**config.mk**
```make
export PLATFORM = sky130hd
export DESIGN_NAME = ddr_upload_reader_flat
export DESIGN_NICKNAME = d
export VERILOG_FILES = /design/src/rtl/ddr_upload_reader_if.sv /design/src/rtl/ddr_upload_reader.sv /design/src/flat_wrapper.sv
export SDC_FILE = /design/constraint.sdc
export NUM_CORES = 1
export LEC_CHECK = 0
export ABC_AREA = 1
export BUFFER_PORTS_ARGS = -buffer_cell sky130_fd_sc_hd__clkbuf_2
export CORE_MARGIN = 5
export CORE_UTILIZATION = 50
export DETAILED_ROUTE_END_ITERATION = 8
export PLACE_DENSITY = 0.69
export SETUP_SLACK_MARGIN = 0.1
export SYNTH_ARGS = -nofsm -noshare
export SYNTH_HDL_FRONTEND = slang
export SYNTH_SLANG_ARGS = --single-unit
```
**constraint.sdc**
```tcl
create_clock -name clock -period 5.63 [get_ports clock]
set_clock_uncertainty 0.1 [all_clocks]
set_input_delay 0.563 -clock clock [delete_from_list [all_inputs] [get_ports clock]]
set_output_delay 0.563 -clock clock [all_outputs]
set_load 0.05 [all_outputs]
```
**src/rtl/ddr_upload_reader_if.sv**
```systemverilog
// Upload/DDR bus bundle for ddr_upload_reader: HPS upload port plus Avalon read port.
// Latency: none (wires only).
// Backpressure: carries io_upload_waitReq (to HPS) and io_ddr_waitReq (from DDR).
// Ports: master = environment side (HPS strobes, DDR responses); slave = the reader.
interface ddr_upload_reader_if #(
   parameter int ADDR_WIDTH = 25
);
   logic                  io_upload_cs;
   logic                  io_upload_rd;
   logic [ADDR_WIDTH-1:0] io_upload_addr;
   logic [15:0]           io_upload_din;
   logic                  io_upload_waitReq;
   logic                  io_ddr_rd;
   logic [31:0]           io_ddr_addr;
   logic [7:0]            io_ddr_burstLength;
   logic                  io_ddr_waitReq;
   logic                  io_ddr_valid;
   logic [63:0]           io_ddr_dout;

   modport master (
      output io_upload_cs, io_upload_rd, io_upload_addr,
      input  io_upload_din, io_upload_waitReq,
      input  io_ddr_rd, io_ddr_addr, io_ddr_burstLength,
      output io_ddr_waitReq, io_ddr_valid, io_ddr_dout
   );

   modport slave (
      input  io_upload_cs, io_upload_rd, io_upload_addr,
      output io_upload_din, io_upload_waitReq,
      output io_ddr_rd, io_ddr_addr, io_ddr_burstLength,
      input  io_ddr_waitReq, io_ddr_valid, io_ddr_dout
   );
endinterface

```
**src/rtl/ddr_upload_reader.sv**
```systemverilog
// Serves 16-bit HPS upload reads from a one-line cache filled by 64-bit DDR bursts.
// Latency: hit -> io_upload_din one clock after the strobe; miss -> after burst + 1 cycle.
// Backpressure: io_upload_waitReq stalls HPS during a fetch; io_ddr_waitReq holds the request.
// Ports: clock/reset_n plain; bus (slave modport) carries the upload and Avalon read signals.
// The interface instance must be built with the same ADDR_WIDTH as this module.
module ddr_upload_reader #(
   parameter logic [31:0] BASE_ADDR  = 32'h0000_0000,
   parameter int          ADDR_WIDTH = 25,
   parameter int          BURST_LEN  = 4
) (
   input  logic               clock,
   input  logic               reset_n,
   ddr_upload_reader_if.slave bus
);
   localparam int OFF_W  = $clog2(BURST_LEN * 8);
   localparam int BEAT_W = (OFF_W > 3) ? OFF_W - 3 : 1;
   localparam int TAG_W  = ADDR_WIDTH - OFF_W;
   // All-ones mask of the beat field; zero when a line is a single beat.
   localparam logic [BEAT_W-1:0] LAST_BEAT = BEAT_W'(BURST_LEN - 1);

   typedef enum logic [1:0] {IDLE, REQ, FILL, RESP} state_t;

   state_t             state;
   logic [63:0]        line_buf [BURST_LEN];
   logic               line_vld;
   logic [TAG_W-1:0]   line_tag;
   logic [TAG_W-1:0]   req_tag;
   logic [BEAT_W-1:0]  req_beat;
   logic [1:0]         req_half;
   logic [BEAT_W-1:0]  beat_cnt;
   logic               cs_q;
   logic               sess_ok;   // session survived the whole fetch
   logic               cs_rise;
   logic               line_hit;
   logic [TAG_W-1:0]   addr_tag;
   logic [BEAT_W-1:0]  addr_beat;

   function automatic logic [15:0] half_sel(input logic [63:0] w, input logic [1:0] h);
      return w[{h, 4'b0000} +: 16];
   endfunction

   assign addr_tag  = TAG_W'(bus.io_upload_addr >> OFF_W);
   assign addr_beat = BEAT_W'(bus.io_upload_addr >> 3) & LAST_BEAT;
   assign cs_rise   = bus.io_upload_cs & ~cs_q;

   // A line from a previous session must not hit on the first cycle of a new one.
   assign line_hit = bus.io_upload_rd & bus.io_upload_cs & line_vld & ~cs_rise &
                     (line_tag == addr_tag);

   assign bus.io_upload_waitReq  = (state != IDLE) |
                                   (bus.io_upload_rd & bus.io_upload_cs & ~line_hit);
   assign bus.io_ddr_burstLength = 8'(BURST_LEN);

   // Buffer data needs no reset: it is only read once line_vld is set.
   always_ff @(posedge clock) begin
      if (state == FILL && bus.io_ddr_valid)
         line_buf[beat_cnt] <= bus.io_ddr_dout;
   end

   always_ff @(posedge clock or negedge reset_n) begin
      if (!reset_n) begin
         state             <= IDLE;
         line_vld          <= 1'b0;
         line_tag          <= '0;
         req_tag           <= '0;
         req_beat          <= '0;
         req_half          <= '0;
         beat_cnt          <= '0;
         cs_q              <= 1'b0;
         sess_ok           <= 1'b0;
         bus.io_upload_din <= '0;
         bus.io_ddr_rd     <= 1'b0;
         bus.io_ddr_addr   <= '0;
      end else begin
         cs_q <= bus.io_upload_cs;
         case (state)
            IDLE: begin
               if (cs_rise)
                  line_vld <= 1'b0;
               if (line_hit) begin
                  bus.io_upload_din <= half_sel(line_buf[addr_beat], bus.io_upload_addr[2:1]);
               end else if (bus.io_upload_rd && bus.io_upload_cs) begin
                  req_tag         <= addr_tag;
                  req_beat        <= addr_beat;
                  req_half        <= bus.io_upload_addr[2:1];
                  line_vld        <= 1'b0;
                  sess_ok         <= 1'b1;
                  bus.io_ddr_rd   <= 1'b1;
                  bus.io_ddr_addr <= BASE_ADDR + (32'(addr_tag) << OFF_W);
                  state           <= REQ;
               end
            end
            REQ: begin
               // Once raised the request cannot be withdrawn, even if cs drops.
               if (!bus.io_upload_cs)
                  sess_ok <= 1'b0;
               if (!bus.io_ddr_waitReq) begin
                  bus.io_ddr_rd <= 1'b0;
                  beat_cnt      <= '0;
                  state         <= FILL;
               end
            end
            FILL: begin
               if (!bus.io_upload_cs)
                  sess_ok <= 1'b0;
               if (bus.io_ddr_valid) begin
                  beat_cnt <= beat_cnt + 1'b1;
                  if (beat_cnt == LAST_BEAT)
                     state <= RESP;
               end
            end
            RESP: begin
               if (sess_ok && bus.io_upload_cs) begin
                  line_vld          <= 1'b1;
                  line_tag          <= req_tag;
                  bus.io_upload_din <= half_sel(line_buf[req_beat], req_half);
               end
               state <= IDLE;
            end
            default: state <= IDLE;
         endcase
      end
   end
endmodule

```
**src/flat_wrapper.sv**
```systemverilog
// flat-port wrapper written by rule: the top's interface ports become plain ports
module ddr_upload_reader_flat 
#(
   parameter logic [31:0] BASE_ADDR  = 32'h0000_0000,
   parameter int          ADDR_WIDTH = 25,
   parameter int          BURST_LEN  = 4
)
  (clock, reset_n, bus_io_upload_cs, bus_io_upload_rd, bus_io_upload_addr, bus_io_upload_din, bus_io_upload_waitReq, bus_io_ddr_rd, bus_io_ddr_addr, bus_io_ddr_burstLength, bus_io_ddr_waitReq, bus_io_ddr_valid, bus_io_ddr_dout);
  ddr_upload_reader_if #(.ADDR_WIDTH(ADDR_WIDTH)) bus_i ();
  input  logic clock;
  input  logic reset_n;
  input wire logic [$bits(bus_i.io_upload_cs)-1:0] bus_io_upload_cs;
  input wire logic [$bits(bus_i.io_upload_rd)-1:0] bus_io_upload_rd;
  input wire logic [$bits(bus_i.io_upload_addr)-1:0] bus_io_upload_addr;
  output wire logic [$bits(bus_i.io_upload_din)-1:0] bus_io_upload_din;
  output wire logic [$bits(bus_i.io_upload_waitReq)-1:0] bus_io_upload_waitReq;
  output wire logic [$bits(bus_i.io_ddr_rd)-1:0] bus_io_ddr_rd;
  output wire logic [$bits(bus_i.io_ddr_addr)-1:0] bus_io_ddr_addr;
  output wire logic [$bits(bus_i.io_ddr_burstLength)-1:0] bus_io_ddr_burstLength;
  input wire logic [$bits(bus_i.io_ddr_waitReq)-1:0] bus_io_ddr_waitReq;
  input wire logic [$bits(bus_i.io_ddr_valid)-1:0] bus_io_ddr_valid;
  input wire logic [$bits(bus_i.io_ddr_dout)-1:0] bus_io_ddr_dout;
  assign bus_i.io_upload_cs = bus_io_upload_cs;
  assign bus_i.io_upload_rd = bus_io_upload_rd;
  assign bus_i.io_upload_addr = bus_io_upload_addr;
  assign bus_io_upload_din = bus_i.io_upload_din;
  assign bus_io_upload_waitReq = bus_i.io_upload_waitReq;
  assign bus_io_ddr_rd = bus_i.io_ddr_rd;
  assign bus_io_ddr_addr = bus_i.io_ddr_addr;
  assign bus_io_ddr_burstLength = bus_i.io_ddr_burstLength;
  assign bus_i.io_ddr_waitReq = bus_io_ddr_waitReq;
  assign bus_i.io_ddr_valid = bus_io_ddr_valid;
  assign bus_i.io_ddr_dout = bus_io_ddr_dout;
  ddr_upload_reader #(.BASE_ADDR(BASE_ADDR), .ADDR_WIDTH(ADDR_WIDTH), .BURST_LEN(BURST_LEN)) u_core (.clock(clock), .reset_n(reset_n), .bus(bus_i));
endmodule
```
==> impl_metrics.tcl, run 1 <==
set metrics [dict create \
    status "finished, final reports clean" \
    critPathRequiredTime_ns 5.94 \
    synthAdderAreaFrac_pct 0.6220 \
    drive_above_1_share_pct 11.70 \
    post-cts-setup-buffer-count 0 \
    synth_xor_area_share_pct 0.1089 \
    coreArea_um2 31640 \
    root_buffer "clkbuf_16" \
    p_int_mw 5.112 \
    grt_usage_pct 22.81 \
    finalCritPeriodShare_pct 60.83 \
    rr_worst_depth 6 \
    die_y_um 189.4 \
    grt_pass1_vias 12130 \
    synth_top_family_by_area "simple AND/OR/NAND/NOR gates" \
    crit_chain "ha_1 -> buf_4 -> clkinv_1 -> nor3_2 -> clkinv_1 -> o21ai_0" \
    vias 12750 \
    cts.path.max_buffers 3 \
    multi_input_area_um2 5418 \
    wl_met1_um 17610 \
    final_cell_mix "nand2_1, edfxtp_1, nand3_1" \
    crit_family "buffers and inverters" \
    dp_slack_ns 2.215 \
    place_inst 2161 \
    switching_power_mw 3.388 \
    grt_pass1_wl_um 65410 \
    synth_mux_area_share_pct 0 \
    slew_headroom_pct 15.84 \
    cp.buffers_inverters 3 \
    drt_first_pass_iters 6 \
    post_cts_resized 0 \
    crit_fanout 19 \
    ys_types 28 \
    cpMaxStageDelayCell "nor3_2" \
    tritoncts "yes" \
    routed-wl-met2_um 18800 \
    r2r-start "u_core.state[0]" \
    clk_latency_ns 0.51 \
    nets 1899 \
    synth_area_um2 16090 \
    r2r_setup_slack_ns 2.21 \
    synth-simple-area-share_pct 16.64 \
    hold_viol_final 0 \
    seqPwrFrac_pct 39.2 \
    start_util_pct 50.86 \
    yosysSeqAreaShare_pct 58.35 \
    pwr-share-comb_pct 35.0 \
    slowest_delay_ns 0.89 \
    ioPinCount 153 \
    worstMarginPinSlew_ns 1.261 \
    maxCapViolations 0 \
    seq_area_um2 9395 \
    synth-seq-cells 324 \
    wl_per_cell_um 18.75 \
    cts_made_buffers 35 \
    antenna_found_initial 4 \
    synth-compound-area-share_pct 15.64 \
    power_leakage_nw 7.356 \
    wl_um 41690 \
    globalplace.congestion 0.8060 \
    swShare_pct 39.86 \
    peakVddDrop_uv 281.5 \
    hp-class "in2async" \
    drt-initial-drc-count 1406 \
    syn_avg_cell_area_um2 9.296 \
    final_common_cell "nand2_1" \
    grt_max_degree 168 \
    fin_crit_ns 3.425 \
    avgViaCountPerCell 5.736 \
    overflow 0 \
    wl_met3_um 4148 \
    fillerInstances 2718 \
    critPathKind "reg2reg" \
    setup_ws_ns 2.205 \
    crit_path_end_kind "register" \
    hpwlAfterDp_um 24980 \
    worstSetupStartpointType "register" \
    finalNonFillerCells 2223 \
    htree_num_levels 2 \
    cellPowerDensity_nw_per_um2 474.5 \
    reg2reg_to "u_core.line_tag[0]" \
    holdWs_ns 0.1647 \
    cp_common_cell "clkinv_1" \
    yosys_warnings 0 \
    die_x_um 189.4 \
    setup_violations 0 \
    highest_layer "met5" \
    syn_inst 1731 \
    drc 0 \
    max_freq_mhz 292.0 \
    dieArea_um2 35870 \
    worst-endpoint-arrival_ns 3.73 \
    area_growth_pct 11.33 \
    rsz0062_at_grt "false" \
    p_clk_share_pct 25.8 \
    drtAntennaViolNets 0 \
    path_clk_slew_ns 0.05 \
    cts_hold_buf 0 \
    drv_slew 0 \
    rows 65 \
    power_mw 8.500 \
    cts_sinks 324 \
    io_buffer_count 131 \
    fin_tns_setup_ns 0 \
]
[final cells by class]
type	instances	area share, %
Inverter	186	3.897
Antenna cell	1	0.01397
Clock buffer	48	5.678
Clock inverter	13	0.4819
Timing Repair Buffer	147	4.435
Multi-Input combinational cell	1102	30.24
Sequential cell	324	52.44
Tap cell	402	2.808
[per-stage QoR]
| step | area [um^2] | util (%) |
|---|---|---|
| global placement | 16810 | 53.13 |
| finish | 17910 | 56.63 |
| CTS | 17910 | 56.62 |
| detailed placement | 16810 | 53.13 |
| global route | 17910 | 56.62 |
| floorplan | 16160 | - |
[synth_stat cells, drive strengths merged]
master	number	area (um^2)
nand2	393	1490
edfxtp	256	7687
o21ai	192	960.9
nand3	188	965.9
inv	183	686.9
o211ai	124	930.9
a21oi	120	611.8
buf	85	489.2
dfrtp	68	1702
clkbuf	52	195.2
nor2	51	206.5
ha	8	100.1
clkinv	3	11.26
conb	2	7.510
nor3	2	15.01
xnor2	2	17.52
a31oi	1	6.260
o21a	1	7.510
[power groups by stage]
stage               registers [mW]  logic [mW]  clock network (mW)
floorplan                     3.60        1.93                   0
finish                        3.33        2.97                2.20
global placement              3.35        2.90                   0
detailed placement            3.37        2.96                   0
global route                  3.38        3.29                2.35
CTS                           3.32        2.97                2.23
[routing by layer]
layer / GRT usage [%] / vias up
met1: 32.31 / 5991
met3: 4.830 / 99
met4: 6.817 / 8
met2: 35.74 / 606
met5: 0 / -
li1: - / 6047
[worst max-delay path by stage]
stage,startpoint,to,slack (ns),cells past startpoint
6_report,u_core.state[0],u_core.line_tag[0],2.21,6
3_3_place_gp,u_core.state[0],u_core.line_tag[4],2.26,6
5_1_grt,u_core.state[0],u_core.line_tag[0],1.90,6
3_5_place_dp,u_core.state[1],u_core.line_tag[0],2.22,6
4_1_cts,u_core.state[1],u_core.line_tag[0],2.17,6
2_1_floorplan,u_core.state[0],u_core.line_buf[0][0],1.57,4
[worst register-to-register path: stages, from the launching register on]
cell and delay, ns:
dfrtp_1 0.39, ha_1 0.16, buf_4 0.30, clkinv_1 0.75, nor3_2 0.89, clkinv_1 0.46
o21ai_0 0.28
[registers in the layout, summed over array words and instances, names as in the netlist, 2 cells and up]
register / count
u_core.line_buf: 256
u_core.line_tag: 20
u_core.req_tag: 20
u_core.bus.io_upload_din: 16
u_core.beat_cnt: 2
u_core.req_beat: 2
u_core.req_half: 2
u_core.state: 2
[cell families after synthesis]
kind of cell / count (synthesis)
AOI/OAI and AO/OA: 438
xor gates and xnor gates: 2
adders and majority gates: 8
buffers and inverters: 323
DFF: 324
other: 2
and+or+nand+nor: 634
Note: power is estimated with default switching activity, not from simulation.
==> run 2, diff against run 1 <==
Settings changed: PLACE_DENSITY 0.69 to 0.72.
Clock period 5.63 ns to 3.1 ns, I/O delays scaled along.
==> impl_metrics.tcl, run 2 (synthesized netlist as in run 1, its figures left out) <==
set metrics [dict create \
    maxCapViolations 0 \
    worstMarginPinSlew_ns 1.155 \
    swShare_pct 39.94 \
    coreArea_um2 31640 \
    ioPinCount 153 \
    finalCritPeriodShare_pct 87.10 \
    fillerInstances 2613 \
    cpMaxStageDelayCell "dlygate4sd3_1" \
    critPathKind "in2out" \
    top_register "u_core.line_buf" \
    cp.buffers_inverters 4 \
    setup_violations 0 \
    p_clk_share_pct 25.3 \
    hp-class "in2reg" \
    start_util_pct 50.86 \
    slew_headroom_pct 23.00 \
    peakVddDrop_uv 718.2 \
    post_cts_resized 0 \
    grt_max_degree 143 \
    switching_power_mw 6.259 \
    die_y_um 189.4 \
    avgViaCountPerCell 5.730 \
    fin_tns_setup_ns 0 \
    seq_area_um2 9394 \
    drt-initial-drc-count 1634 \
    fin_crit_ns 2.700 \
    critPathRequiredTime_ns 2.69 \
    seqPwrFrac_pct 36.7 \
    die_x_um 189.4 \
    grt_usage_pct 23.40 \
    crit_path_end_kind "output pin" \
    crit_family "buffers and inverters" \
    hpwlAfterDp_um 26150 \
    post-cts-setup-buffer-count 0 \
    largest_reg_flops 256 \
    worstSetupStartpointType "input pin" \
    htree_num_levels 2 \
    root_buffer "clkbuf_16" \
    final_cell_mix "nand2_1, edfxtp_1, nand3_1" \
    crit_fanout 18 \
    drtAntennaViolNets 0 \
    rows 65 \
    cp_common_cell "nand2_1" \
    vias 13340 \
    status "finished, final reports clean" \
    nets 2000 \
    dieArea_um2 35870 \
    grt_pass1_vias 12950 \
    drive_above_1_share_pct 11.91 \
    drc 0 \
    clk_latency_ns 0.51 \
    cts_hold_buf 86 \
    tritoncts "yes" \
    drt_first_pass_iters 6 \
    drv_slew 0 \
    cts_made_buffers 35 \
    place_inst 2176 \
    cts.path.max_buffers 3 \
    multi_input_area_um2 5418 \
    cts_sinks 324 \
    io_buffer_count 131 \
    max_freq_mhz 370.4 \
    worst-endpoint-arrival_ns 2.29 \
    largest_registers "u_core.line_buf (256), u_core.line_tag (20), u_core.req_tag (20)" \
    slowest_delay_ns 0.53 \
    globalplace.congestion 0.8301 \
    pwr-share-comb_pct 38.1 \
    antenna_found_initial 6 \
    p_int_mw 9.411 \
    power_leakage_nw 7.816 \
    final_common_cell "nand2_1" \
    overflow 0 \
    grt_pass1_wl_um 67860 \
    rsz0062_at_grt "false" \
    wl_per_cell_um 18.43 \
    hold_viol_final 0 \
    wl_um 42900 \
    crit_chain "dlygate4sd3_1 -> clkbuf_2 -> nand2_4 -> inv_2 -> nand2_1 -> nor2_1 -> nand2_1 -> nor2_4 -> nand3_4 -> nand2_1 -> nand2_1 -> clkbuf_2" \
    cellPowerDensity_nw_per_um2 825.2 \
    finalNonFillerCells 2328 \
    path_clk_slew_ns 0.06 \
    area_growth_pct 18.01 \
]
## run 2: area by class of cell
type                    count  share of cell area, %
clock inverters            20                 0.6457
clock buffers              42                  5.139
repair buffers            248                  9.837
flip-flops and latches    324                  49.47
diodes                      4                0.05271
well taps                 402                  2.649
multi-input cells        1102                  28.53
inverters                 186                  3.677
## run 2: worst paths after layout
kind                                               endpoint  slack, ns                        start  cells past startpoint
worst min-delay path                   u_core.bus.io_ddr_rd       0.12           bus_io_ddr_waitReq                      6
worst max-delay path                  bus_io_upload_waitReq       0.40             bus_io_upload_cs                     12
min in group asynchronous                u_core.line_tag[3]       0.37                      reset_n                      2
worst min register to register  u_core.bus.io_upload_din[4]       0.38  u_core.bus.io_upload_din[4]                      2
max in group asynchronous               u_core.line_tag[17]       1.76                      reset_n                      3
worst max register to register           u_core.line_tag[2]       0.87              u_core.state[0]                      7
## run 2: per-layer routing
| metal | share of wire, % | GRT usage (%) | up-vias |
|---|---|---|---|
| li1 | - | - | 6265 |
| met1 | 41 | 31.46 | 6247 |
| met2 | 46 | 37.95 | 697 |
| met3 | 10 | 5.144 | 120 |
| met4 | 3.1 | 7.958 | 10 |
| met5 | 0.11 | 0 | - |
## run 2: worst reg2reg max path, delay by kind of cell, from the launching register on
kind	cells	cell delay (ns)
buffers and inverters	4	0.96
DFF	1	0.40
adders and majority gates	1	0.25
AOI/OAI and AO/OA	1	0.24
and+or+nand+nor	1	0.19
## run 2: through the flow
stage / setup WS [ns] / power (mW) / hold WS (ns) / area (um^2) / util (%)
CTS: 0.4217 / 15.69 / 0.1110 / 18980 / 59.99
floorplan: -0.9612 / 10.06 / -0.08559 / 16160 / -
detailed placement: 0.7325 / 11.62 / 0.3636 / 17020 / 53.80
global placement: 0.7198 / 11.45 / 0.3521 / 17020 / 53.80
finish: 0.3999 / 15.67 / 0.1216 / 18990 / 60.02
global route: 0.1906 / 16.60 / 0.1835 / 18980 / 60.00
## run 2: power by group through the flow
| stage | clock, mW | combinational [mW] | sequential [mW] |
|---|---|---|---|
| floorplan | 0 | 3.51 | 6.55 |
| global placement | 0 | 5.67 | 5.79 |
| detailed placement | 0 | 5.80 | 5.82 |
| CTS | 4.03 | 5.92 | 5.74 |
| global route | 4.21 | 6.58 | 5.82 |
| finish | 3.96 | 5.97 | 5.74 |
